## src/rtl/alu_cmd_sequencer_pkg.sv

```systemverilog
// Shared definitions for the ALU command sequencer: ALU function codes,
// flag bit positions and the issue FSM state encoding.
package alu_pkg;

  // ALU_module function codes
  localparam logic [3:0] ADD  = 4'b0000;
  localparam logic [3:0] SUB  = 4'b0001;
  localparam logic [3:0] MUL  = 4'b0010;
  localparam logic [3:0] DIV  = 4'b0011;
  localparam logic [3:0] AND  = 4'b0100;
  localparam logic [3:0] OR   = 4'b0101;
  localparam logic [3:0] NAND = 4'b0110;
  localparam logic [3:0] NOR  = 4'b0111;
  localparam logic [3:0] XOR  = 4'b1000;
  localparam logic [3:0] XNOR = 4'b1001;
  localparam logic [3:0] CMPEQ = 4'b1010;
  localparam logic [3:0] CMPGT = 4'b1011;
  localparam logic [3:0] CMPLT = 4'b1100;
  localparam logic [3:0] SHR  = 4'b1101;
  localparam logic [3:0] SHL  = 4'b1110;

  // Bit positions inside the 4-bit class flag vector
  localparam int ARITH = 3;
  localparam int LOGIC = 2;
  localparam int CMP   = 1;
  localparam int SHIFT = 0;

  typedef enum logic [1:0] {
    IDLE = 2'b00,
    WAIT = 2'b01,
    RESP = 2'b10
  } seq_state_e;

  // A divide whose divisor is zero
  function automatic logic is_div0(input logic [3:0] fun, input logic b_zero);
    return (fun == DIV) && b_zero;
  endfunction

endpackage

```

## src/rtl/alu_cmd_sequencer_if.sv

```systemverilog
// Command and response handshake bundle of the ALU command sequencer.
// RSP_ERR exists only when ALU_SEQ_DIV0_CHK_EN is defined.
interface alu_cmd_sequencer_if #(
  parameter int WIDTH = 16,
  parameter int TAG_W = 4
) ();
  logic             CMD_VALID;
  logic             CMD_READY;
  logic [WIDTH-1:0] CMD_A;
  logic [WIDTH-1:0] CMD_B;
  logic [3:0]       CMD_FUN;
  logic             RSP_VALID;
  logic             RSP_READY;
  logic [WIDTH-1:0] RSP_DATA;
  logic [3:0]       RSP_FLAGS;
  logic [TAG_W-1:0] RSP_TAG;
`ifdef ALU_SEQ_DIV0_CHK_EN
  logic             RSP_ERR;
`endif

  // Command producer / response consumer side
  modport master (
    output CMD_VALID, CMD_A, CMD_B, CMD_FUN, RSP_READY,
    input  CMD_READY, RSP_VALID, RSP_DATA, RSP_FLAGS, RSP_TAG
`ifdef ALU_SEQ_DIV0_CHK_EN
    , input RSP_ERR
`endif
  );

  // Sequencer side
  modport slave (
    input  CMD_VALID, CMD_A, CMD_B, CMD_FUN, RSP_READY,
    output CMD_READY, RSP_VALID, RSP_DATA, RSP_FLAGS, RSP_TAG
`ifdef ALU_SEQ_DIV0_CHK_EN
    , output RSP_ERR
`endif
  );
endinterface

```

## src/rtl/alu_cmd_sequencer_fifo.sv

```systemverilog
// Synchronous command FIFO. Head entry is visible on rdata while not empty.
// ready is a registered "not full" that stays low while reset is asserted.
module alu_cmd_fifo #(
  parameter int W     = 40,
  parameter int DEPTH = 4
) (
  input  logic                     CLK,
  input  logic                     RST,
  input  logic                     push,
  input  logic [W-1:0]             wdata,
  input  logic                     pop,
  output logic [W-1:0]             rdata,
  output logic                     empty,
  output logic                     ready,
  output logic [$clog2(DEPTH):0]   level
);
  localparam int AW    = $clog2(DEPTH);
  localparam int LVL_W = AW + 1;

  logic [W-1:0]     mem_r [DEPTH];
  logic [AW-1:0]    wr_ptr_r;
  logic [AW-1:0]    rd_ptr_r;
  logic [LVL_W-1:0] lvl_r;
  logic [LVL_W-1:0] lvl_nxt_s;
  logic             ready_r;
  logic             full_s;
  logic             do_push_s;
  logic             do_pop_s;

  assign full_s    = (lvl_r == LVL_W'(DEPTH));
  assign empty     = (lvl_r == LVL_W'(0));
  assign do_push_s = push && !full_s;
  assign do_pop_s  = pop && !empty;
  assign rdata     = mem_r[rd_ptr_r];
  assign level     = lvl_r;
  assign ready     = ready_r;

  // Next occupancy; simultaneous push and pop leaves it unchanged
  always_comb begin
    lvl_nxt_s = lvl_r;
    case ({do_push_s, do_pop_s})
      2'b10:   lvl_nxt_s = lvl_r + LVL_W'(1);
      2'b01:   lvl_nxt_s = lvl_r - LVL_W'(1);
      default: lvl_nxt_s = lvl_r;
    endcase
  end

  // Pointers, occupancy and registered ready flag
  always_ff @(posedge CLK or negedge RST) begin
    if (!RST) begin
      wr_ptr_r <= '0;
      rd_ptr_r <= '0;
      lvl_r    <= '0;
      ready_r  <= 1'b0;
    end else begin
      if (do_push_s) wr_ptr_r <= wr_ptr_r + AW'(1);
      if (do_pop_s)  rd_ptr_r <= rd_ptr_r + AW'(1);
      lvl_r   <= lvl_nxt_s;
      ready_r <= (lvl_nxt_s != LVL_W'(DEPTH));
    end
  end

  // Entry storage, cleared on reset so stale commands never reappear
  always_ff @(posedge CLK or negedge RST) begin
    if (!RST) begin
      for (int i = 0; i < DEPTH; i++) mem_r[i] <= '0;
    end else if (do_push_s) begin
      mem_r[wr_ptr_r] <= wdata;
    end
  end
endmodule

```

## src/rtl/alu_cmd_sequencer.sv

```systemverilog
// Issue stage in front of ALU_module: buffers commands, issues one at a time,
// waits ALU_LAT edges, then holds the tagged result until it is taken.
// Optional macro ALU_SEQ_DIV0_CHK_EN: divide-by-zero is answered locally
// with an error response and an RSP_ERR output.
module alu_cmd_sequencer
  import alu_pkg::*;
#(
  parameter int WIDTH   = 16,
  parameter int DEPTH   = 4,
  parameter int ALU_LAT = 1,
  parameter int TAG_W   = 4
) (
  input  logic                   CLK,
  input  logic                   RST,
  alu_cmd_sequencer_if.slave     bus,
  output logic [WIDTH-1:0]       ALU_A,
  output logic [WIDTH-1:0]       ALU_B,
  output logic [3:0]             ALU_FUN,
  input  logic [WIDTH-1:0]       ALU_OUT,
  input  logic [3:0]             ALU_FLAGS,
  output logic [$clog2(DEPTH):0] FIFO_LVL
);
  localparam int ENTRY_W = 2*WIDTH + 4 + TAG_W;
  localparam int CNT_W   = (ALU_LAT > 0) ? $clog2(ALU_LAT + 1) : 1;

  seq_state_e         state_r, state_nxt_s;
  logic [ENTRY_W-1:0] head_s;
  logic [WIDTH-1:0]   head_a_s, head_b_s;
  logic [3:0]         head_fun_s;
  logic [TAG_W-1:0]   head_tag_s;
  logic               head_div0_s;
  logic               fifo_empty_s, fifo_ready_s;
  logic               push_s, pop_s, issue_s, capture_s, err_load_s, rsp_clear_s;
  logic               rsp_fire_s;

  logic [WIDTH-1:0]   alu_a_r, alu_b_r, rsp_data_r;
  logic [3:0]         alu_fun_r, rsp_flags_r;
  logic [TAG_W-1:0]   tag_r, inflight_tag_r, rsp_tag_r;
  logic [CNT_W-1:0]   cnt_r;
  logic               rsp_valid_r, rsp_err_r;

  assign push_s     = bus.CMD_VALID && fifo_ready_s;
  assign rsp_fire_s = rsp_valid_r && bus.RSP_READY;

  alu_cmd_fifo #(.W(ENTRY_W), .DEPTH(DEPTH)) u_fifo (
    .CLK   (CLK),
    .RST   (RST),
    .push  (push_s),
    .wdata ({tag_r, bus.CMD_FUN, bus.CMD_B, bus.CMD_A}),
    .pop   (pop_s),
    .rdata (head_s),
    .empty (fifo_empty_s),
    .ready (fifo_ready_s),
    .level (FIFO_LVL)
  );

  assign head_a_s   = head_s[WIDTH-1:0];
  assign head_b_s   = head_s[2*WIDTH-1:WIDTH];
  assign head_fun_s = head_s[2*WIDTH+3:2*WIDTH];
  assign head_tag_s = head_s[ENTRY_W-1:2*WIDTH+4];
`ifdef ALU_SEQ_DIV0_CHK_EN
  assign head_div0_s = is_div0(head_fun_s, (head_b_s == '0));
`else
  assign head_div0_s = 1'b0;
`endif

  // FSM state register
  always_ff @(posedge CLK or negedge RST) begin
    if (!RST) state_r <= IDLE;
    else      state_r <= state_nxt_s;
  end

  // FSM next-state logic
  always_comb begin
    state_nxt_s = state_r;
    case (state_r)
      IDLE: begin
        if (!fifo_empty_s) state_nxt_s = head_div0_s ? RESP : WAIT;
        else               state_nxt_s = IDLE;
      end
      WAIT: begin
        if (cnt_r == CNT_W'(0)) state_nxt_s = RESP;
        else                    state_nxt_s = WAIT;
      end
      RESP: begin
        if (rsp_fire_s) begin
          if (!fifo_empty_s) state_nxt_s = head_div0_s ? RESP : WAIT;
          else               state_nxt_s = IDLE;
        end else begin
          state_nxt_s = RESP;
        end
      end
      default: state_nxt_s = IDLE;
    endcase
  end

  // FSM control strobes for the datapath registers
  always_comb begin
    pop_s       = 1'b0;
    issue_s     = 1'b0;
    err_load_s  = 1'b0;
    capture_s   = 1'b0;
    rsp_clear_s = 1'b0;
    case (state_r)
      IDLE: begin
        pop_s      = !fifo_empty_s;
        issue_s    = !fifo_empty_s && !head_div0_s;
        err_load_s = !fifo_empty_s && head_div0_s;
      end
      WAIT: begin
        capture_s = (cnt_r == CNT_W'(0));
      end
      RESP: begin
        rsp_clear_s = rsp_fire_s;
        pop_s       = rsp_fire_s && !fifo_empty_s;
        issue_s     = rsp_fire_s && !fifo_empty_s && !head_div0_s;
        err_load_s  = rsp_fire_s && !fifo_empty_s && head_div0_s;
      end
      default: begin
        pop_s = 1'b0;
      end
    endcase
  end

  // ALU operand registers; they keep the last issued command between ops
  always_ff @(posedge CLK or negedge RST) begin
    if (!RST) begin
      alu_a_r        <= '0;
      alu_b_r        <= '0;
      alu_fun_r      <= 4'b0000;
      inflight_tag_r <= '0;
    end else if (issue_s) begin
      alu_a_r        <= head_a_s;
      alu_b_r        <= head_b_s;
      alu_fun_r      <= head_fun_s;
      inflight_tag_r <= head_tag_s;
    end
  end

  // ALU latency counter, loaded on issue and run down while waiting
  always_ff @(posedge CLK or negedge RST) begin
    if (!RST) begin
      cnt_r <= '0;
    end else if (issue_s) begin
      cnt_r <= CNT_W'(ALU_LAT);
    end else if ((state_r == WAIT) && (cnt_r != CNT_W'(0))) begin
      cnt_r <= cnt_r - CNT_W'(1);
    end
  end

  // Held response: captured from the ALU, or synthesized for divide-by-zero
  always_ff @(posedge CLK or negedge RST) begin
    if (!RST) begin
      rsp_valid_r <= 1'b0;
      rsp_data_r  <= '0;
      rsp_flags_r <= 4'b0000;
      rsp_tag_r   <= '0;
      rsp_err_r   <= 1'b0;
    end else if (capture_s) begin
      rsp_valid_r <= 1'b1;
      rsp_data_r  <= ALU_OUT;
      rsp_flags_r <= ALU_FLAGS;
      rsp_tag_r   <= inflight_tag_r;
      rsp_err_r   <= 1'b0;
    end else if (err_load_s) begin
      rsp_valid_r <= 1'b1;
      rsp_data_r  <= {WIDTH{1'b1}};
      rsp_flags_r <= 4'b1000;
      rsp_tag_r   <= head_tag_s;
      rsp_err_r   <= 1'b1;
    end else if (rsp_clear_s) begin
      rsp_valid_r <= 1'b0;
    end
  end

  // Sequence tag, advanced for every accepted command
  always_ff @(posedge CLK or negedge RST) begin
    if (!RST)        tag_r <= '0;
    else if (push_s) tag_r <= tag_r + TAG_W'(1);
  end

  assign bus.CMD_READY = fifo_ready_s;
  assign bus.RSP_VALID = rsp_valid_r;
  assign bus.RSP_DATA  = rsp_data_r;
  assign bus.RSP_FLAGS = rsp_flags_r;
  assign bus.RSP_TAG   = rsp_tag_r;
`ifdef ALU_SEQ_DIV0_CHK_EN
  assign bus.RSP_ERR   = rsp_err_r;
`else
  logic unused_err_s;
  assign unused_err_s = rsp_err_r;
`endif
  assign ALU_A   = alu_a_r;
  assign ALU_B   = alu_b_r;
  assign ALU_FUN = alu_fun_r;
endmodule

```

## src/flat_wrapper.sv

```systemverilog
// flat-port wrapper written by rule: the top's interface ports become plain ports
module alu_cmd_sequencer_flat import alu_pkg::*;
#(
  parameter int WIDTH   = 16,
  parameter int DEPTH   = 4,
  parameter int ALU_LAT = 1,
  parameter int TAG_W   = 4
)
  (CLK, RST, ALU_A, ALU_B, ALU_FUN, ALU_OUT, ALU_FLAGS, FIFO_LVL, bus_CMD_VALID, bus_CMD_A, bus_CMD_B, bus_CMD_FUN, bus_RSP_READY, bus_CMD_READY, bus_RSP_VALID, bus_RSP_DATA, bus_RSP_FLAGS, bus_RSP_TAG);
  alu_cmd_sequencer_if #(.WIDTH(WIDTH), .TAG_W(TAG_W)) bus_i ();
  input  logic CLK;
  input  logic RST;
  output logic [WIDTH-1:0] ALU_A;
  output logic [WIDTH-1:0] ALU_B;
  output logic [3:0] ALU_FUN;
  input  logic [WIDTH-1:0] ALU_OUT;
  input  logic [3:0] ALU_FLAGS;
  output logic [$clog2(DEPTH):0] FIFO_LVL;
  input wire logic [$bits(bus_i.CMD_VALID)-1:0] bus_CMD_VALID;
  input wire logic [$bits(bus_i.CMD_A)-1:0] bus_CMD_A;
  input wire logic [$bits(bus_i.CMD_B)-1:0] bus_CMD_B;
  input wire logic [$bits(bus_i.CMD_FUN)-1:0] bus_CMD_FUN;
  input wire logic [$bits(bus_i.RSP_READY)-1:0] bus_RSP_READY;
  output wire logic [$bits(bus_i.CMD_READY)-1:0] bus_CMD_READY;
  output wire logic [$bits(bus_i.RSP_VALID)-1:0] bus_RSP_VALID;
  output wire logic [$bits(bus_i.RSP_DATA)-1:0] bus_RSP_DATA;
  output wire logic [$bits(bus_i.RSP_FLAGS)-1:0] bus_RSP_FLAGS;
  output wire logic [$bits(bus_i.RSP_TAG)-1:0] bus_RSP_TAG;
  assign bus_i.CMD_VALID = bus_CMD_VALID;
  assign bus_i.CMD_A = bus_CMD_A;
  assign bus_i.CMD_B = bus_CMD_B;
  assign bus_i.CMD_FUN = bus_CMD_FUN;
  assign bus_i.RSP_READY = bus_RSP_READY;
  assign bus_CMD_READY = bus_i.CMD_READY;
  assign bus_RSP_VALID = bus_i.RSP_VALID;
  assign bus_RSP_DATA = bus_i.RSP_DATA;
  assign bus_RSP_FLAGS = bus_i.RSP_FLAGS;
  assign bus_RSP_TAG = bus_i.RSP_TAG;
  alu_cmd_sequencer #(.WIDTH(WIDTH), .DEPTH(DEPTH), .ALU_LAT(ALU_LAT), .TAG_W(TAG_W)) u_core (.CLK(CLK), .RST(RST), .bus(bus_i), .ALU_A(ALU_A), .ALU_B(ALU_B), .ALU_FUN(ALU_FUN), .ALU_OUT(ALU_OUT), .ALU_FLAGS(ALU_FLAGS), .FIFO_LVL(FIFO_LVL));
endmodule
```

## config.mk

```make
export PLATFORM = sky130hd
export DESIGN_NAME = alu_cmd_sequencer_flat
export DESIGN_NICKNAME = d
export VERILOG_FILES = /design/src/rtl/alu_cmd_sequencer_pkg.sv /design/src/rtl/alu_cmd_sequencer_if.sv /design/src/rtl/alu_cmd_sequencer_fifo.sv /design/src/rtl/alu_cmd_sequencer.sv /design/src/flat_wrapper.sv
export SDC_FILE = /design/constraint.sdc
export NUM_CORES = 1
export LEC_CHECK = 0
export CORE_ASPECT_RATIO = 1.75
export CORE_MARGIN = 1.5
export CORE_UTILIZATION = 51
export CTS_CLUSTER_SIZE = 14
export DETAILED_ROUTE_END_ITERATION = 16
export PLACE_DENSITY = 0.84
export SLEW_MARGIN = 10
export SYNTH_ARGS = -nofsm -noshare
export SYNTH_HDL_FRONTEND = slang
export SYNTH_SLANG_ARGS = --single-unit
```

## constraint.sdc

```tcl
create_clock -name CLK -period 7.9 [get_ports CLK]
set_clock_uncertainty 0.1 [all_clocks]
set_input_delay 0.79 -clock CLK [delete_from_list [all_inputs] [get_ports CLK]]
set_output_delay 0.79 -clock CLK [all_outputs]
set_load 0.05 [all_outputs]
```

# Word level (Yosys, flattened, before mapping)
# Index checks and enable logic that the tools add are counted.
# word_totals
register_bits	240
output_inout_bits	65
# op_classes
addsub	6
magnitude_cmp	3
eq_ne	6
mux	21
bitwise_logic	3
n_reduce_logical	13
# op_table
operator	n
$bwmux 160	1
$mux 40	3
$bmux 40 s2	1
$demux 40 s2	1
$mux 16	1
$mux 4	2
$logic_and 1x1->1	7
$mux 1	7
$ge 3x3->1 const B	2
$not 2->3	2
$pmux 2 s3	1
$pmux 3 s2	1
$add 2x1->2 const B	2
$add 4x1->4 const B	1
$eq 2x1->1 const B	2
$eq 2x2->1 const B	2
$mux 2	2
$reduce_bool 2->1	2
$add 3x1->3 const B	1
$eq 3x3->1 const B	1
$logic_not 3->1	1
$lt 3x1->1 const B	1
$ne 3x3->1 const B	1
$sub 3x1->3 const B	1
5 further kinds	6

# Depth between registers and ports, before layout
# Gate-level depths: netlist of the first run.
# logic_depth
depth_word	8
ltp_mapped	10
mapped_depth_nobuf	9

# By module
# A second synthesis of the first run with hierarchy kept.
# hier_totals
hier_cells	597
area_unflattened_um2	10321.1
# modules_own_cells
module	n_inst	cells_each	area_per_inst_um2	seq_area_each_um2
alu_cmd_fifo	1	429	7394.6	4204.0
alu_cmd_sequencer	1	168	2926.6	1801.7

# Least setup slack after synthesis of the first run
# OpenSTA, ideal clock, no wires.
# synth_timing
path_kind	register to register
from	register u_core.u_fifo.lvl_r[2] (netlist: u_core.u_fifo.level[2])
to	register u_core.u_fifo.ready_r (netlist: u_core.u_fifo.ready)
setup_time_ns	0.124
arrival_time_ns	2.776
required_ns	7.676
path_slack_ns	4.900
stages_incl_launch_ff	11
period_less_slack_ns	3.000
path_cell_list	dfrtp_1 or3b_1 buf_6 and2_2 inv_1 ha_1 inv_1 fa_1 xor2_1 or3_1 a211o_1
# synth_via
elab_chain_len	8
word_cells_on_any_way	14
# synth_lines
item	line_no	rtl
from (decl)	alu_cmd_sequencer_fifo.sv:23	logic [LVL_W-1:0] lvl_r;
from (signal assigned)	alu_cmd_sequencer_fifo.sv:58	lvl_r <= lvl_nxt_s;
$logic_not 3->1	alu_cmd_sequencer_fifo.sv:31	assign empty = (lvl_r == LVL_W'(0));
$logic_not 1->1	-	
$logic_and 1x1->1	alu_cmd_sequencer.sv:115	pop_s = rsp_fire_s && !fifo_empty_s;
$pmux 1 s2	alu_cmd_sequencer.sv:104	case (state_r)
$logic_and 1x1->1	alu_cmd_sequencer_fifo.sv:33	assign do_pop_s = pop && !empty;
$eq 2x1->1 or $eq 2x2->1 (tied branches)	alu_cmd_sequencer_fifo.sv:41	case ({do_push_s, do_pop_s})
$pmux 3 s2 (*)	alu_cmd_sequencer_fifo.sv:41	
$ne 3x3->1 (*)	alu_cmd_sequencer_fifo.sv:59	ready_r <= (lvl_nxt_s != LVL_W'(DEPTH));
to (signal assigned)	alu_cmd_sequencer_fifo.sv:59	
to (decl)	alu_cmd_sequencer_fifo.sv:25	logic ready_r;
# Every way passes the cells marked *; elsewhere a longest branch is shown, timed or not.
# A chain may end at the register's enable or synchronous reset.

# Worst setup path in the final report of the first run
# layout_timing
from	input bus_CMD_VALID
to	register u_core.u_fifo.ready_r (netlist: u_core.u_fifo.ready)
# layout_via
elab_chain_len	5
word_cells_on_any_way	6
# layout_lines
item	line_no	rtl
from (decl)	flat_wrapper.sv:19	input wire logic [$bits(bus_i.CMD_VALID)-1:0] bus_CMD_VALID;
$logic_and 1x1->1 (*)	alu_cmd_sequencer.sv:42	assign push_s = bus.CMD_VALID && fifo_ready_s;
$logic_and 1x1->1 (*)	alu_cmd_sequencer_fifo.sv:32	assign do_push_s = push && !full_s;
$eq 2x1->1 or $eq 2x2->1 (tied branches)	alu_cmd_sequencer_fifo.sv:41	
$pmux 3 s2 (*)	alu_cmd_sequencer_fifo.sv:41	
$ne 3x3->1 (*)	alu_cmd_sequencer_fifo.sv:59	
# Marked as above.

==> results of run 1 <==
cell families after synthesis:
logic type | count (synthesis)
compound gates | 8
xor+xnor | 8
fa+ha+maj | 7
buf+inv | 41
flops | 240
mux | 266
simple gates | 22
final cells by class:
class / count / area share (%)
Clock buffer: 29 / 4.58
Sequential cell: 240 / 47.8
Inverter: 7 / 0.209
Antenna cell: 1 / 0.0199
Multi-Input combinational cell: 311 / 34.7
Timing Repair Buffer: 127 / 10.1
Clock inverter: 2 / 0.109
Tap cell: 252 / 2.51
power by group:
part | internal, mW | switching (mW) | leakage [nW] | total, mW
Sequential | 1.88 | 0.506 | 2.85 | 2.38
Combinational | 1.63 | 1.32 | 2.57 | 2.95
Clock | 0.505 | 0.430 | 0.289 | 0.935
Total | 4.01 | 2.26 | 5.71 | 6.27
worst max-delay path: stages:
cell             delay [ns]
clkdlybuf4s50_1        0.40
and2_1                 0.35
and2_2                 0.29
inv_1                  0.06
ha_1                   0.18
inv_1                  0.07
fa_1                   0.38
xor2_1                 0.16
or3_1                  0.34
a211o_1                0.31
synth_stat cells (3+ instances only):
master    count
buf_12       12
buf_6        16
clkbuf_1      4
dfrtp_1     240
ha_1          6
inv_1         6
mux2_1        7
mux2_2       88
mux2_4      130
mux4_1        3
mux4_2       37
nand2_1       3
nand3_4       4
nor2_1        3
o21ai_0       3
xnor2_1       4
xor2_1        4
layer usage:
metal	global-route usage, %	vias to the layer above
met3	1.76	37
met4	7.04	0
met2	36.6	91
li1	-	2386
met1	25.0	2948
met5	0	-
final timing paths:
path	end	start	slack, ns
worst max-delay path	u_core.u_fifo.ready	bus_CMD_VALID	4.85
worst min-delay path	u_core.ALU_A[4]	RST	0.19
worst max register to register	u_core.u_fifo.ready	u_core.u_fifo.level[0]	4.88
worst min register to register	u_core.u_fifo.mem_r[58]	u_core.u_fifo.mem_r[58]	0.40
max in group asynchronous	u_core.u_fifo.rd_ptr_r[0]	RST	5.87
min in group CLK	u_core.u_fifo.mem_r[58]	u_core.u_fifo.mem_r[58]	0.40
registers in the layout (all words and copies together) (netlist names), 2 cells and up:
| register | count |
|---|---|
| u_core.bus.RSP_FLAGS | 4 |
| u_core.u_fifo.mem_r | 160 |
| u_core.state_r | 2 |
| u_core.u_fifo.level | 3 |
| u_core.ALU_FUN | 4 |
| u_core.bus.RSP_DATA | 16 |
| u_core.inflight_tag_r | 4 |
| u_core.ALU_B | 16 |
| u_core.bus.RSP_TAG | 4 |
| u_core.tag_r | 4 |
| u_core.ALU_A | 16 |
| u_core.u_fifo.wr_ptr_r | 2 |
| u_core.u_fifo.rd_ptr_r | 2 |
==> results.ini, run 1 <==
[cells_and_area]
regArea_mm2=0.00601
area_growth_pct=16.0
layout_commonest_cell=dfrtp_1
drive_above_1_share_pct=41.2
n_fill_cell=1528
final_util_pct=60.3
fin_cells=969
fin_area_mm2=0.0126
multi_input_area_mm2=0.00436
layout_common_cells=dfrtp_1 (238), mux2_4 (130), clkdlybuf4s50_1 (123), mux2_2 (88), mux4_2 (37)
final_net_count=775

[timing]
fmax_mhz=328
max_slew_margin_pct=18.7
finalCritPeriodShare_pct=38.6
setup_slack_ns=4.85
tightest_slew_ns=1.22
hold_ws_ns=0.189
fin_tns_setup_ns=0
layout_min_cycle_time_ns=3.05
final_max_slew_viol_count=0
rsz0062_at_grt=false
setup_viol=0
hold_viol_final=0

[grt]
grt_max_degree=88
grt.total_usage_pct=20.1
first_global_vias=6348
gr-total-overflow=0
grt_pass1_wl_mm=35.2
antenna_found_initial=1

[routing]
antenna_left=0
via_per_inst=5.64
met1Wirelength_mm=8.57
firstDrtPassIters=6
dr.first_iter.drc_count=194
routed.top_layer=met4
drt-total-wl_mm=21.5
vias=5462
drcViolationCount=0
met3_length_um=467
met2WireLength_mm=11.9
wl_per_cell_um=22.2

[clock_network]
numCtsBuffers=21
clk_latency_ns=0.50
cts_tree=built
root_buffer=clkbuf_16
cts_resized=0
cts_setup_buffers=0
clkSinkCount=240
cts_max_path_buffers=3
hold_buffers=0
htree_levels=1
clk_pin_slew_ns=0.06

[synthesis]
muxShareOfSynthArea_pct=36.4
postSynth.asyncResetShare_pct=100
yosysTopAreaCell=dfrtp_1
synthXorXnorAreaFrac_pct=0.646
syn_inst=592
ys.flop_type=dfrtp_1
synth-edff-count=0
avgSynthCellArea_um2=18.3
synth_compound_area_share_pct=0.589
synth_area_mm2=0.0108
synth.top_cell.area_share_pct=55.4
synth_top_family_by_area=multiplexers
syn_nets=659
ys_seq_area_share_pct=55.4
yosysUniqueCellTypes=37
synthTopCellsByArea=dfrtp_1 (55%), mux2_4 (18%), mux2_2 (9.1%)
yosys.area_share.simple_pct=1.77
synth_seq_cells=240
yosys_warnings=0
yosys.area_share.adder_pct=0.877

[floorplan]
num_io_pins=125
rows=70
core_mm2=0.0208
die_area_mm2=0.0222
die_h_um=196
initial_utilization_pct=52.0
die_x_um=113

[hold_path]
hold_class=in2async

[worst_setup_path]
worst_setup_path_end_kind=register
worstPathRequired_ns=8.18
cp_max_fo=10
crit_type=in2reg
startpoint_type=input pin
reg2reg_depth=9
worstPathArrival_ns=3.33

[flow_run]
cap_violations=0

[placement]
finalWeightedCongestion=0.780
placed_area_mm2=0.0120
io_buffers=124
dp_cells=937
place_ws_ns=4.33
hpwlAfterDp_mm=13.5

[power]
total_power_mw=6.27
irDropWorstVdd_mv=0.349
leakagePower_nw=5.71
power_density_mw_per_mm2=499

[outcome]
outcome=completed

No activity file was read; power rests on OpenSTA's default activity.
==> inputs of run 2 (changes only) <==
--- a/config.mk
+++ b/config.mk
@@ -10,7 +10,7 @@
 export CORE_UTILIZATION = 51
 export CTS_CLUSTER_SIZE = 14
 export DETAILED_ROUTE_END_ITERATION = 16
-export PLACE_DENSITY = 0.84
+export PLACE_DENSITY = 0.87
 export SLEW_MARGIN = 10
 export SYNTH_ARGS = -nofsm -noshare
 export SYNTH_HDL_FRONTEND = slang
==> constraint.sdc (replaced) <==
create_clock -name CLK -period 2.5 [get_ports CLK]
set_clock_uncertainty 0.1 [all_clocks]
set_input_delay 0.25 -clock CLK [delete_from_list [all_inputs] [get_ports CLK]]
set_output_delay 0.25 -clock CLK [all_outputs]
set_load 0.05 [all_outputs]
==> results.ini, run 2 (synthesized netlist as in run 1, its figures left out) <==
[cells_and_area]
fin_cells=1004
layout_commonest_cell=dfrtp_1
area_growth_pct=20.5
final_net_count=806
largest-register=u_core.u_fifo.mem_r
drive_above_1_share_pct=45.3
largest_reg_flops=160
fin_area_mm2=0.0131
layout_common_cells=dfrtp_1 (234), mux2_4 (130), clkdlybuf4s50_1 (123), mux2_2 (88), mux4_2 (37)

[clock_network]
clkSinkCount=240
cts_max_path_buffers=3
root_buffer=clkbuf_16
clk_latency_ns=0.50
htree_levels=1
clk_pin_slew_ns=0.07
numCtsBuffers=22
cts_tree=built

[power]
p_int_mw=13.2
p_seq_share_pct=35.8
power_density_mw_per_mm2=1570
comb_power_share_pct=48.6
switchingPower_mw=7.34
clkPwrFrac_pct=15.6
power_switching_share_pct=35.8
leakagePower_nw=5.95
irDropWorstVdd_mv=0.986

[placement]
hpwlAfterDp_mm=15.1
placed_area_mm2=0.0124
place_ws_ns=-0.216
dp_cells=964
io_buffers=124
finalWeightedCongestion=0.790

[routing]
antenna_left=0
dr.first_iter.drc_count=225
drcViolationCount=0
wl_per_cell_um=22.6
firstDrtPassIters=4
vias=5656
drt-total-wl_mm=22.7
via_per_inst=5.63

[timing]
rsz0062_at_grt=true
setup_viol=1
layout_min_cycle_time_ns=2.53
final_max_slew_viol_count=0
finalCritPeriodShare_pct=101
fin_tns_setup_ns=-0.0253
hold_viol_final=0
max_slew_margin_pct=50.3
fmax_mhz=396
tightest_slew_ns=0.746
setup_slack_ns=-0.0253

[grt]
antenna_found_initial=1
grt.total_usage_pct=21.4
grt_max_degree=99
grt_pass1_wl_mm=37.2
first_global_vias=6653
gr-total-overflow=0

[flow_run]
cap_violations=0

[worst_setup_path]
worstPathRequired_ns=2.78
slowest_stage=dfrtp_2
slowest_delay_ns=0.41
cp_max_fo=2
startpoint_type=register
crit_type=reg2reg
crit_chain=or3b_4 > and2_4 > inv_4 > ha_4 > inv_2 > fa_2 > xor2_1 > or3_1 > a211o_1
worstPathArrival_ns=2.81
worst_setup_path_end_kind=register

[floorplan]
die_h_um=196
rows=70
die_x_um=113
initial_utilization_pct=52.0
num_io_pins=125
die_area_mm2=0.0222
core_mm2=0.0208

[outcome]
violations=setup timing
outcome=finished with violations

[hold_path]
hold_class=in2reg

-- run 2: layout make-up --
type                       instances  area (um^2)
fill                            1474         7780
sequential                       240         6020
multi-input combinational        311         4390
timing repair buffer             157         1650
clock buffer                      32          649
tap                              252          315
inverter                           7         28.8
clock inverter                     4         22.5
antenna                            1         2.50
-- run 2: final timing paths --
check	startpoint	endpoint	slack, ns	cells after the start
max	u_core.u_fifo.level[0]	u_core.u_fifo.ready	-0.03	9
min	ALU_OUT[2]	u_core.bus.RSP_DATA[2]	0.27	2
max reg2reg	u_core.u_fifo.level[0]	u_core.u_fifo.ready	-0.03	9
min reg2reg	u_core.u_fifo.mem_r[76]	u_core.u_fifo.mem_r[76]	0.39	1
max in group asynchronous	RST	u_core.u_fifo.mem_r[89]	1.28	3
min in group asynchronous	RST	u_core.u_fifo.mem_r[120]	0.28	2
-- run 2: worst max-delay path, delay by kind of cell (launching register included) --
family                   cells  cell delay, ns
AND/OR/NAND/NOR              3            0.93
adder cells (fa/ha/maj)      2            0.47
flip-flops                   1            0.41
AO/OA/AOI/OAI                1            0.27
XOR/XNOR                     1            0.16
buffers and inverters        2            0.09
-- run 2: metrics by stage --
step	hold slack (ns)	power, mW	utilization (%)
2_1_floorplan	-0.146	14.7	-
3_3_place_gp	0.222	16.7	59.3
3_5_place_dp	0.240	17.3	59.3
4_1_cts	0.251	20.7	62.6
5_1_grt	0.262	21.5	62.7
6_report	0.268	20.5	62.7
-- run 2: routing by layer --
metal / GRT usage (%) / vias up / routed length [um]
met5: 0 / - / 0
met4: 8.66 / 0 / 856
met3: 1.98 / 50 / 494
met2: 39.4 / 110 / 12700
met1: 25.6 / 3048 / 8720
li1: - / 2448 / -
-- run 2: timing repair --
| action | 4_1_cts | 5_1_grt |
|---|---|---|
| setup endpoints to repair | 1 | 2 |
| setup buffers | 2 | 1 |
| hold buffers | 1 | 0 |
| pin swaps | 6 | 2 |
| hold endpoints to repair | 93 | 0 |
| gates resized for setup | 0 | 3 |
-- run 2: power groups by stage --
stage | logic (mW) | registers (mW) | clock network (mW)
after global routing | 10.5 | 7.57 | 3.42
final | 9.98 | 7.33 | 3.20
after detailed placement | 9.99 | 7.35 | 0
after CTS | 10.1 | 7.32 | 3.26
after floorplan | 6.03 | 8.66 | 0
after global placement | 9.62 | 7.12 | 0
